===== src/rtl/serial_subtractor.sv =====
// Bit-serial N-bit subtractor: diff = a - b - borrow_in, one bit per clock, LSB first,
// with valid/ready handshakes on operands and result.
//
// state | meaning
// IDLE  | in_ready high, waiting for operands
// BUSY  | shifting one bit per clock through the full-subtractor cell
// DONE  | result held with out_valid high until out_ready
module serial_subtractor #(
   parameter int N = 32
) (
   input  logic         clk,
   input  logic         rst_n,
   input  logic         in_valid,
   output logic         in_ready,
   input  logic [N-1:0] a,
   input  logic [N-1:0] b,
   input  logic         borrow_in,
   output logic         out_valid,
   input  logic         out_ready,
   output logic [N-1:0] diff,
   output logic         borrow_out,
   output logic         overflow,
   output logic         zero
);

   localparam int IW = (N > 1) ? $clog2(N) : 1;

   typedef enum logic [1:0] {IDLE, BUSY, DONE} state_t;

   state_t        state;
   logic [IW-1:0] idx;
   logic [N-1:0]  a_sh;
   logic [N-1:0]  b_sh;
   logic          a_msb;
   logic          b_msb;
   logic          br;
   logic          d;
   logic          br_next;
   logic [N-1:0]  diff_next;

   // Operands shift right so the cell always sees bit 0; diff fills from the top.
   assign d         = a_sh[0] ^ b_sh[0] ^ br;
   assign br_next   = (~a_sh[0] & b_sh[0]) | (~(a_sh[0] ^ b_sh[0]) & br);
   assign diff_next = {d, diff[N-1:1]};

   always_ff @(posedge clk or negedge rst_n) begin
      if (!rst_n) begin
         state      <= IDLE;
         in_ready   <= 1'b1;
         out_valid  <= 1'b0;
         diff       <= '0;
         borrow_out <= 1'b0;
         overflow   <= 1'b0;
         zero       <= 1'b0;
         idx        <= '0;
         br         <= 1'b0;
         a_sh       <= '0;
         b_sh       <= '0;
         a_msb      <= 1'b0;
         b_msb      <= 1'b0;
      end else begin
         case (state)
            IDLE: begin
               if (in_valid && in_ready) begin
                  a_sh     <= a;
                  b_sh     <= b;
                  a_msb    <= a[N-1];
                  b_msb    <= b[N-1];
                  br       <= borrow_in;
                  idx      <= '0;
                  in_ready <= 1'b0;
                  state    <= BUSY;
               end
            end
            BUSY: begin
               a_sh <= a_sh >> 1;
               b_sh <= b_sh >> 1;
               br   <= br_next;
               diff <= diff_next;
               idx  <= idx + 1'b1;
               if (idx == IW'(N - 1)) begin
                  borrow_out <= br_next;
                  overflow   <= (a_msb != b_msb) && (d != a_msb);
                  zero       <= (diff_next == '0);
                  out_valid  <= 1'b1;
                  state      <= DONE;
               end
            end
            DONE: begin
               if (out_ready) begin
                  out_valid <= 1'b0;
                  in_ready  <= 1'b1;
                  state     <= IDLE;
               end
            end
            default: begin
               state     <= IDLE;
               in_ready  <= 1'b1;
               out_valid <= 1'b0;
            end
         endcase
      end
   end

endmodule


===== config.mk =====
export PLATFORM = sky130hd
export DESIGN_NAME = serial_subtractor
export DESIGN_NICKNAME = d
export VERILOG_FILES = /design/src/rtl/serial_subtractor.sv
export SDC_FILE = /design/constraint.sdc
export NUM_CORES = 1
export LEC_CHECK = 0
export CORE_UTILIZATION = 50
export CTS_CLUSTER_SIZE = 8
export DETAILED_ROUTE_END_ITERATION = 8
export GPL_TIMING_DRIVEN = 0
export HOLD_SLACK_MARGIN = 0.08
export PLACE_DENSITY = 0.79
export SLEW_MARGIN = 20
export SYNTH_ARGS = -nofsm -noshare
export SYNTH_HDL_FRONTEND = slang
export SYNTH_SLANG_ARGS = --single-unit

===== constraint.sdc =====
create_clock -name clk -period 3.1 [get_ports clk]
set_input_delay 0.93 -clock clk [delete_from_list [all_inputs] [get_ports clk]]
set_output_delay 0.93 -clock clk [all_outputs]
set_load 0.01 [all_outputs]

==> results of run 1 <==
power by group through the flow:
stage / Clock (mW) / Combinational (mW) / Sequential (mW)
2_1_floorplan: 0 / 1.05 / 2.28
3_3_place_gp: 0 / 1.81 / 2.27
3_5_place_dp: 0 / 1.89 / 2.29
4_1_cts: 1.03 / 1.91 / 2.27
5_1_grt: 1.09 / 2.11 / 2.34
6_report: 1.01 / 1.89 / 2.27
placed cells by master, fill, tap and decap left out, types with 2 or more instances in the layout:
| cell type | count |
|---|---|
| nand2_1 | 167 |
| dfrtp_1 | 110 |
| clkdlybuf4s50_1 | 104 |
| mux2i_1 | 63 |
| o21ai_1 | 58 |
| buf_2 | 13 |
| clkbuf_8 | 10 |
| clkbuf_1 | 9 |
| buf_6 | 9 |
| o21ai_0 | 9 |
| nor4_1 | 8 |
| nor2_1 | 5 |
| inv_1 | 3 |
| a21oi_1 | 3 |
| a22o_1 | 3 |
| bufinv_16 | 3 |
| nand4_1 | 2 |
| o31ai_1 | 2 |
| mux2_4 | 2 |
| mux2_2 | 2 |
| ha_1 | 2 |
registers in the layout, summed over array words and instances, names as in the netlist:
name        flops
in_ready        1
a_msb           1
b_sh           32
idx             5
zero            1
diff           32
state           2
a_sh           32
borrow_out      1
out_valid       1
b_msb           1
overflow        1
br              1
worst max path at each step:
stage | to | slack [ps]
after global placement | b_sh[7] | -3010
final | in_ready | 720
after detailed placement | b_sh[11] | 620
after CTS | in_ready | 700
after global routing | in_ready | 660
after floorplan | a_msb | 1250
through the flow:
| stage | TNS (ps) | utilization [%] | area (sq um) | setup WS [ps] |
|---|---|---|---|---|
| after floorplan | 0 | - | 4890 | 1250 |
| after global placement | -331610 | 65.2 | 6110 | -3010 |
| after detailed placement | 0 | 65.5 | 6140 | 617 |
| after CTS | 0 | 68.0 | 6370 | 702 |
| after global routing | 0 | 68.0 | 6370 | 665 |
| final | 0 | 68.0 | 6370 | 717 |
cell families (layout without fill, tap and decap cells):
kind of cell | after synthesis | after routing
compound gates | 78 | 78
flops | 111 | 111
mux | 67 | 67
fa+ha+maj | 3 | 3
buf+inv | 33 | 153
simple gates | 189 | 189
xor+xnor | 1 | 1
metal layers:
layer | share of wire, % | track usage [%] | vias up
met5 | 0 | 0 | -
met4 | 1.1 | 7.47 | 0
met3 | 5.8 | 5.69 | 10
met2 | 49 | 37.2 | 101
met1 | 44 | 30.1 | 1835
li1 | - | - | 1849
final cells by class:
class,instances,area (sq um)
fillers,758,3000
repair buffers,106,1080
clock inverters,4,95.1
well taps,129,161
inverters,3,11.3
plain buffers,30,189
multi-input cells,338,1920
clock buffers,10,138
flip-flops and latches,111,2780
==> results.cfg, run 1 <==
[outcome]
status = completed

[grt]
grt_max_degree = 84
grt_overflow_total = 0
grt_pass1_vias = 3732
grt_pass1_wl_mm = 17.9
antenna_found_initial = 0
grt.total_usage_pct = 22.9

[floorplanning]
die_area_sq_um = 10200
core_sq_um = 9370
rows = 35
die_h_um = 101
pin_count = 106
start_util_pct = 52.2
dieWidth_um = 101

[timing]
tightest_slew_ps = 458
max_freq_mhz = 420
holdWs_ps = 421
slew_headroom_pct = 69.5
setup-violations-final = 0
min_period_ps = 2380
finalClockSkew_ps = 9.94
maxSlewViolCount = 0
rsz0062_at_grt = no
hold_violations = 0
post-route-period-util_pct = 76.9

[yosys]
synthTopCellsByCount = nand2_1, dfrtp_1, mux2i_1
synth-simple-area-share_pct = 15.5
syn_inst = 482
async_reset_ff_share_pct = 100
yosysTopAreaCell = dfrtp_1
yosysMostFrequentCell = nand2_1
synth_area_per_cell_sq_um = 10.2
synth-xor-area-share_pct = 0.179
synth_top_family_by_area = simple AND/OR/NAND/NOR gates
synth.mux.area_fraction_pct = 14.0
ys.flop_type = dfrtp_1
synth_compound_area_share_pct = 8.54
yosysWarnings = 0
synthAdderAreaFrac_pct = 0.920
ys_ff_latch = 111
ys_seq_area_share_pct = 56.8
synth_edf_count = 0
syn_area_sq_um = 4890
syn_nets = 554
yosys.area.top_type_share_pct = 56.2
synth.distinct_cells = 31
yosys-top-cells-area = dfrtp_1, mux2i_1, nand2_1

[clock_tree]
clk_latency_ps = 360
cts_buffers = 9
cts_buffer_depth = 2
cts_htree_levels = 3
cts_setup_buffers = 0
cts-resized-gates = 0
cts.sinks = 111
cts.clk_slew.worst_paths_ps = 100
tritoncts = built
holdBufCountCts = 0
root_buffer = clkbuf_8

[route]
num_vias = 3795
wire_per_inst_um = 14.6
drt_wl_total_mm = 10.7
vias_per_cell = 5.19
drtIter0Drc = 175
ant_nets = 0
dr.pass1.iters = 4
drc = 0

[setup_path]
reg2reg_depth = 4
cp_top_family = flip-flops
r2r_start = a_sh[0]
critPathArrivalTime_ps = 1450
path_class = register to output pin
cpMaxStageDelayCell = dfstp_2
r2r-end = zero
cp_data_required_time_ps = 2170
slowest_delay_ps = 560
cp_num_buf_inv = 1
r2r_setup_slack_ps = 1380
startpoint = in_ready
critPathMaxFanout = 4
worstSetupPathDepth = 1
start_kind = register
endpoint_kind = output pin
path_cells = clkdlybuf4s50_1

[power]
p_int_mw = 3.31
power_frac_comb_pct = 36.5
ir_drop_mv = 0.349
power.density_nw_per_um2 = 811
p_leak_nw = 2.74
switchingPower_mw = 1.85
total_power_mw = 5.17
swShare_pct = 35.9
pwr-share-seq_pct = 44.0
power_frac_clock_pct = 19.5

[final_layout]
area.growth.synth_to_final_pct = 30.1
drive_gt1_share_pct = 6.98
finalNetCount = 671
final_cell_count_no_fill = 731
diodes = 0

[placed_design]
port_buffers = 105
gp_congestion = 0.793
hpwl_mm = 7.73
post-place-cells = 717

[hold_path]
hold_class = input port to async pin

[flow_run]
max_cap_viol_count = 0
Power figures use the tool's default switching activity.
==> run 2: changes to the inputs <==
--- a/config.mk
+++ b/config.mk
@@ -5,12 +5,12 @@
 export SDC_FILE = /design/constraint.sdc
 export NUM_CORES = 1
 export LEC_CHECK = 0
-export CORE_UTILIZATION = 50
+export CORE_UTILIZATION = 46
 export CTS_CLUSTER_SIZE = 8
 export DETAILED_ROUTE_END_ITERATION = 8
 export GPL_TIMING_DRIVEN = 0
 export HOLD_SLACK_MARGIN = 0.08
-export PLACE_DENSITY = 0.79
+export PLACE_DENSITY = 0.76
 export SLEW_MARGIN = 20
 export SYNTH_ARGS = -nofsm -noshare
 export SYNTH_HDL_FRONTEND = slang
==> constraint.sdc (replaced) <==
create_clock -name clk -period 2 [get_ports clk]
set_input_delay 0.6 -clock clk [delete_from_list [all_inputs] [get_ports clk]]
set_output_delay 0.6 -clock clk [all_outputs]
set_load 0.01 [all_outputs]
==> results.cfg, run 2 (synthesis gave the netlist of run 1 again) <==
[setup_path]
endpoint_kind = output pin
startpoint = diff[31]
cpMaxStageDelayCell = clkdlybuf4s50_1
cp_top_family = buffers and inverters
slowest_delay_ps = 560
critPathArrivalTime_ps = 1350
path_cells = clkdlybuf4s50_1
r2r-end = zero
cp_num_buf_inv = 1
r2r_start = a_sh[0]
cp_data_required_time_ps = 1400
reg2reg_depth = 4
start_kind = register
r2r_setup_slack_ps = 270
path_class = register to output pin
critPathMaxFanout = 4

[floorplanning]
dieWidth_um = 105
die_area_sq_um = 11100
core_sq_um = 10300
rows = 37
die_h_um = 105
pin_count = 106
start_util_pct = 47.4

[route]
vias_per_cell = 5.14
drc = 0
ant_nets = 0
drt_wl_total_mm = 10.6
drtIter0Drc = 146
dr.pass1.iters = 4
num_vias = 3842
wire_per_inst_um = 14.2

[clock_tree]
cts_buffers = 9
cts.clk_slew.worst_paths_ps = 110
cts_buffer_depth = 2
tritoncts = built
clk_latency_ps = 370
root_buffer = clkbuf_8
holdBufCountCts = 0
cts_htree_levels = 3
cts.sinks = 111

[power]
power.density_nw_per_um2 = 1230
p_int_mw = 4.94
power_frac_clock_pct = 17.6
swShare_pct = 37.2
switchingPower_mw = 2.93
power_frac_comb_pct = 37.8
pwr-share-seq_pct = 44.6
ir_drop_mv = 0.542
p_leak_nw = 2.78
total_power_mw = 7.86

[final_layout]
diodes = 0
drive_gt1_share_pct = 8.50
final_cell_count_no_fill = 748
finalNetCount = 679
final_common_cell = nand2_1
layout_common_cells = nand2_1, dfrtp_1, clkdlybuf4s50_1
fill_cells = 870
stdcell_area_sq_um = 6410
area.growth.synth_to_final_pct = 31.0
reg_top3 = a_sh x32, b_sh x32, diff x32

[placed_design]
port_buffers = 105
hpwl_mm = 7.65
postPlaceCellArea_sq_um = 6140
post-place-cells = 724
gp_congestion = 0.752

[timing]
post-route-period-util_pct = 97.7
min_period_ps = 1950
setup-violations-final = 0
max_freq_mhz = 512
maxSlewViolCount = 0
tightest_slew_ps = 428
slew_headroom_pct = 71.4
finalClockSkew_ps = 12.6
hold_violations = 0
rsz0062_at_grt = no
finalSetupTns_ps = 0

[grt]
grt_overflow_total = 0
grt.total_usage_pct = 20.3
grt_max_degree = 68
grt_pass1_wl_mm = 17.8
antenna_found_initial = 0
grt_pass1_vias = 3775

[hold_path]
hold_class = input port to async pin

[flow_run]
max_cap_viol_count = 0

[outcome]
status = completed
-- run 2: cell types whose count changed in the layout (fill, tap and decap cells not counted) --
cell	previous run	this run
clkinv_4	0	1
clkbuf_8	10	9
bufinv_16	3	1
clkdlybuf4s50_1	104	102
inv_8	0	1
clkinvlp_4	0	1
inv_6	0	2
dlymetal6s2s_1	0	1
buf_4	0	8
dlygate4sd2_1	0	1
-- run 2: worst max-delay path by stage --
stage / to / slack [ps] / cells after the start
floorplan: zero / 470 / 4
global placement: b_sh[9] / -3820 / 1
detailed placement: b_sh[28] / -130 / 6
CTS: diff[16] / 3 / 1
global route: diff[19] / 0.4 / 1
finish: diff[31] / 50 / 1
-- run 2: timing repair --
action                                  4_1_cts  5_1_grt
setup buffers                                 0        8
endpoints found under the setup margin        1        7
resized for setup                             1        1
-- run 2: final cells by class --
class	instances	area, sq um	area share (%)
buffer	30	189	2.95
clock buffer	9	124	1.93
clock inverter	7	80.1	1.25
inverter	3	11.3	0.176
multi-input combinational	338	1920	29.9
sequential	111	2780	43.4
tap	136	170	2.65
timing repair buffer	114	1140	17.8
-- run 2: power groups by stage --
stage	combinational, mW	sequential [mW]	clock (mW)
4_1_cts	2.91	3.52	1.42
6_report	2.98	3.51	1.38
3_5_place_dp	2.91	3.57	0
3_3_place_gp	2.82	3.52	0
5_1_grt	3.34	3.60	1.50
2_1_floorplan	1.63	3.54	0
-- run 2: metrics by stage --
| stage | hold WS (ps) | setup slack [ps] | utilization (%) |
|---|---|---|---|
| 2_1_floorplan | 304 | 466 | - |
| 3_3_place_gp | 460 | -3820 | 59.2 |
| 3_5_place_dp | 473 | -129 | 59.5 |
| 4_1_cts | 139 | 2.85 | 61.5 |
| 5_1_grt | 147 | 0.392 | 62.1 |
| 6_report | 132 | 45.4 | 62.1 |
-- run 2: layer usage --
layer  up-vias  GRT usage, %  routed length [um]
met5         -             0                   0
met4         0          8.45                 212
met3        17          3.49                 459
met2        89          33.0                5050
met1      1868          27.0                4910
li1       1868             -                   -
